==> config.mk <==
export PLATFORM = sky130hd
export DESIGN_NAME = rf_write_arbiter
export DESIGN_NICKNAME = d
export VERILOG_FILES = /design/src/rtl/rf_write_arbiter.sv
export SDC_FILE = /design/constraint.sdc
export NUM_CORES = 1
export LEC_CHECK = 0
export BUFFER_PORTS_ARGS = -buffer_cell sky130_fd_sc_hd__buf_2
export CAP_MARGIN = 0
export CORE_MARGIN = 3
export CORE_UTILIZATION = 30
export CTS_BUF_LIST = sky130_fd_sc_hd__clkbuf_8
export DETAILED_ROUTE_END_ITERATION = 8
export GPL_ROUTABILITY_DRIVEN = 0
export HOLD_SLACK_MARGIN = 0.05
export PLACE_DENSITY = 0.51
export SLEW_MARGIN = 30
export SYNTH_ARGS = -nofsm -noshare
export SYNTH_HDL_FRONTEND = slang
export SYNTH_SLANG_ARGS = --single-unit
==> constraint.sdc <==
create_clock -name CLK -period 3.2 [get_ports CLK]
set_input_delay 0.64 -clock CLK [delete_from_list [all_inputs] [get_ports CLK]]
set_output_delay 0.64 -clock CLK [all_outputs]
set_load 0.02 [all_outputs]
==> src/rtl/rf_write_arbiter.sv <==
// Arbitrates the single register-file write port between the unbuffered ALU
// writeback stage and a FIFO of long-latency results, with starvation relief.
module rf_write_arbiter #(
    parameter int DEPTH        = 4,
    parameter int STARVE_LIMIT = 7
) (
    input  logic                     CLK,
    input  logic                     RESET,
    input  logic                     alu_valid,
    input  logic [4:0]               alu_rd,
    input  logic [31:0]              alu_data,
    output logic                     alu_stall,
    input  logic                     lsu_valid,
    output logic                     lsu_ready,
    input  logic [4:0]               lsu_rd,
    input  logic [31:0]              lsu_data,
    output logic [4:0]               A3,
    output logic [31:0]              WD3,
    output logic                     RegWrite,
    output logic [31:0]              pend_mask,
    output logic [$clog2(DEPTH):0]   fifo_count
);

    localparam int PW = $clog2(DEPTH);
    localparam int CW = PW + 1;

    logic [4:0]    mem_rd   [DEPTH];
    logic [31:0]   mem_data [DEPTH];
    logic [PW-1:0] wr_ptr;
    logic [PW-1:0] rd_ptr;
    logic [CW-1:0] count;
    logic [7:0]    wait_cnt;

    logic full;
    logic empty;
    logic enq;
    logic deq;
    logic force_drain;
    logic alu_write;

    assign full        = (count == CW'(DEPTH));
    assign empty       = (count == '0);
    assign lsu_ready   = !full;
    // x0 results complete the handshake but are never stored
    assign enq         = lsu_valid && !full && (lsu_rd != 5'd0);
    assign force_drain = !empty && (wait_cnt == 8'(STARVE_LIMIT));
    assign fifo_count  = count;

    // Gated by RESET so an in-flight ALU request cannot write while held in reset
    always_comb begin
        RegWrite  = 1'b0;
        A3        = 5'd0;
        WD3       = 32'd0;
        alu_stall = 1'b0;
        deq       = 1'b0;
        alu_write = 1'b0;
        if (RESET) begin
            if (force_drain) begin
                RegWrite  = 1'b1;
                A3        = mem_rd[rd_ptr];
                WD3       = mem_data[rd_ptr];
                deq       = 1'b1;
                alu_stall = alu_valid;
            end else if (alu_valid && (alu_rd != 5'd0)) begin
                RegWrite  = 1'b1;
                A3        = alu_rd;
                WD3       = alu_data;
                alu_write = 1'b1;
            end else if (!empty) begin
                RegWrite  = 1'b1;
                A3        = mem_rd[rd_ptr];
                WD3       = mem_data[rd_ptr];
                deq       = 1'b1;
            end
        end
    end

    always_ff @(posedge CLK or negedge RESET) begin
        if (!RESET) begin
            wr_ptr   <= '0;
            rd_ptr   <= '0;
            count    <= '0;
            wait_cnt <= 8'd0;
        end else begin
            if (enq) begin
                wr_ptr <= wr_ptr + PW'(1);
            end
            if (deq) begin
                rd_ptr <= rd_ptr + PW'(1);
            end
            case ({enq, deq})
                2'b10:   count <= count + CW'(1);
                2'b01:   count <= count - CW'(1);
                default: count <= count;
            endcase
            if (deq || empty) begin
                wait_cnt <= 8'd0;
            end else if (alu_write && (wait_cnt != 8'(STARVE_LIMIT))) begin
                wait_cnt <= wait_cnt + 8'd1;
            end
        end
    end

    always_ff @(posedge CLK) begin
        if (enq) begin
            mem_rd[wr_ptr]   <= lsu_rd;
            mem_data[wr_ptr] <= lsu_data;
        end
    end

    // Walk only the occupied slots so duplicates keep their bit until the last drains
    always_comb begin
        pend_mask = 32'd0;
        for (int i = 0; i < DEPTH; i++) begin
            if (CW'(i) < count) begin
                pend_mask[mem_rd[rd_ptr + PW'(i)]] = 1'b1;
            end
        end
    end

endmodule

==> impl_metrics.yaml <==
cts:
  cts_tree: "done"
  cts_buffers: 17
  cts.htree.levels: 4
  clkTransAtPathRegs_ps: 80
  cts_buffer_depth: 2
  cts-root-buf: "clkbuf_8"
  hold_buffers: 0
  cts.sinks: 163
  insertion_delay_ps: 440
floorplanning:
  rows: 60
  die_w_um: 172
  start_util_pct: 30.6
  io_pins: 153
  dieArea_sq_um: 29600
  core_area_sq_um: 27000
  die_y_um: 172
synth:
  synth.top_cell.area_share_pct: 53.8
  synth_edf_count: 148
  synth_common_cells: "148 x edfxtp_1, 54 x nand2_1, 52 x mux4_2"
  netlist_instances: 576
  synth_seq_cells: 163
  synth_flop_cell: "edfxtp_1"
  syn-num-nets: 663
  yosysTopAreaCell: "edfxtp_1"
  synth-adder-area-share_pct: 1.36
  ys_types: 49
  ys_warn_count: 0
  synth_area_leaders: "edfxtp_1 54%, mux4_2 14%, dfrtp_1 4.5%"
  synth-simple-area-share_pct: 10.8
  synth.mux.area_fraction_pct: 14.9
  netlist_area_sq_um: 8260
  synth_compound_area_share_pct: 10.9
  ys_async_sr_fraction_pct: 9.20
  synth_top_family_by_area: "multiplexers"
  avgSynthCellArea_sq_um: 14.3
  ys_seq_area_share_pct: 58.4
  yosysMostFrequentCell: "edfxtp_1"
  synth_xor_xnor_area_share_pct: 1.17
route:
  num_vias: 6365
  wl_um: 25600
  wl_met2_um: 12500
  ant_nets: 0
  wl_per_cell_um: 22.0
  top_layer_used: "met5"
  drtPass1Iterations: 6
  vias_per_cell: 5.46
  drcViolationCount: 0
  wl_met1_um: 10500
  dr.first_iter.drc_count: 644
  wl_met3_um: 1960
final_layout:
  nFillCells: 2467
  insertedDiodeCount: 0
  fin_cells: 1165
  layout.nets: 898
  drive_gt1_share_pct: 53.0
  syn2layout_area_growth_pct: 40.6
worst_setup_path:
  crit_arrival_ps: 2670
  crit_fanout: 7
  worst-setup-path-type: "flip-flop to output port"
  ff2ff_path_depth: 10
  critical_path_required_ps: 2560
  r2r_end: "fifo_count[2]"
  rrSetupSlack_ps: 540
  end_kind: "output port"
  r2r_start: "wait_cnt[5]"
  startpoint_type: "flip-flop"
place:
  port_buffers: 152
  place_hpwl_um: 15400
  dp_cells: 1080
power:
  vdd_drop_max_mv: 0.354
  p_per_area_nw_per_um2: 962
  total_leakage_power_nw: 4.37
  power_mw: 11.2
grt:
  grt_max_degree: 35
  grt_pass1_wl_um: 35600
  overflow: 0
  grt_pass1_vias: 6200
  antenna_found_initial: 7
  grt_usage_pct: 15.8
worst_hold_path:
  hp-class: "primary input to asynchronous set/reset pin"
sta:
  period_share_pct: 104
  worst_pin_slew_ps: 596
  max-slew-margin-rel_pct: 60.3
  finalSetupViolCount: 13
  fin_ws_ps: -114
  rsz0062_at_grt: "yes"
  hold_violations: 0
  period_minus_slack_ps: 3310
  finClkSkew_ps: 8.01
  fmax_mhz: 302
  slew_viol_final: 0
outcome:
  violations: "setup timing"
  status: "finished, violations left"
flow_run:
  cap_violations: 0
-- worst max path at each step --
stage	from	to	slack, ps
floorplan	alu_rd[1]	WD3[12]	350
global placement	rd_ptr[0]	pend_mask[24]	140
detailed placement	rd_ptr[0]	pend_mask[16]	160
CTS	rd_ptr[0]	pend_mask[16]	-130
global route	rd_ptr[0]	pend_mask[16]	-220
finish	rd_ptr[0]	pend_mask[1]	-110
-- power by group --
part | switching (mW) | total, mW | internal (mW)
Clock | 0.776 | 1.40 | 0.623
Combinational | 3.71 | 6.77 | 3.06
Sequential | 0.211 | 2.99 | 2.78
Total | 4.70 | 11.2 | 6.47
-- kinds of logic after synthesis --
| family | count (synthesis) |
|---|---|
| xor gates and xnor gates | 11 |
| muxes | 58 |
| buffers and inverters | 38 |
| DFF | 163 |
| AOI/OAI and AO/OA | 118 |
| adders and majority gates | 9 |
| and+or+nand+nor | 179 |
-- cell type report --
type	count	area, sq um	share of cell area [%]
multi-input combinational	379	3850	33.2
inverter	8	30.0	0.259
timing repair buffer	242	2110	18.2
clock inverter	15	133	1.14
clock buffer	17	234	2.01
sequential	163	4820	41.5
tap	341	427	3.67
-- cells in the final DEF (no fill, tap or decap), types with 7 or more instances in the layout --
cell	instances
inv_1	7
buf_2	88
mux4_2	54
buf_12	9
edfxtp_1	148
ha_1	9
a22oi_1	21
a21oi_1	10
nor2_4	14
nor2_1	24
nor2_2	11
a22oi_2	17
clkbuf_16	7
nand2b_1	8
clkbuf_8	17
buf_4	70
buf_6	65
a22o_1	35
nand2_1	51
dfrtp_1	13
-- state kept, by name, summed over array words and instances (netlist names) --
register / cells
mem_data: 128
mem_rd: 20
wait_cnt: 8
fifo_count: 3
rd_ptr: 2
wr_ptr: 2
-- critical path: stages, from the launching register on --
cell and delay, ps:
dfrtp_4 510, mux4_2 590, or4b_4 610, nor3_2 120, a221oi_1 70, o31ai_1 110
buf_2 230
-- through the flow --
stage	worst slack (ps)	setup TNS, ps	area (sq um)	hold WS, ps	utilization, %
after floorplan	352	0	8260	344	-
after global placement	137	0	9670	536	35.8
after detailed placement	156	0	9670	541	35.8
after CTS	-133	-895	10700	213	39.6
after global routing	-219	-5550	11600	244	43.0
final	-114	-787	11600	259	43.0
-- routing by layer --
layer	global-route usage, %	up-vias
li1	-	2797
met1	20.5	3156
met2	25.6	330
met3	4.73	68
met4	4.89	14
met5	0	-
-- repair_timing --
item | CTS | global route
buffers inserted | 28 | 14
gates cloned | 4 | 9
pin swaps | 15 | 69
endpoints found under the setup margin | 69 | 62
gates resized for setup | 109 | 161
No activity file was read; power rests on OpenSTA's default activity.
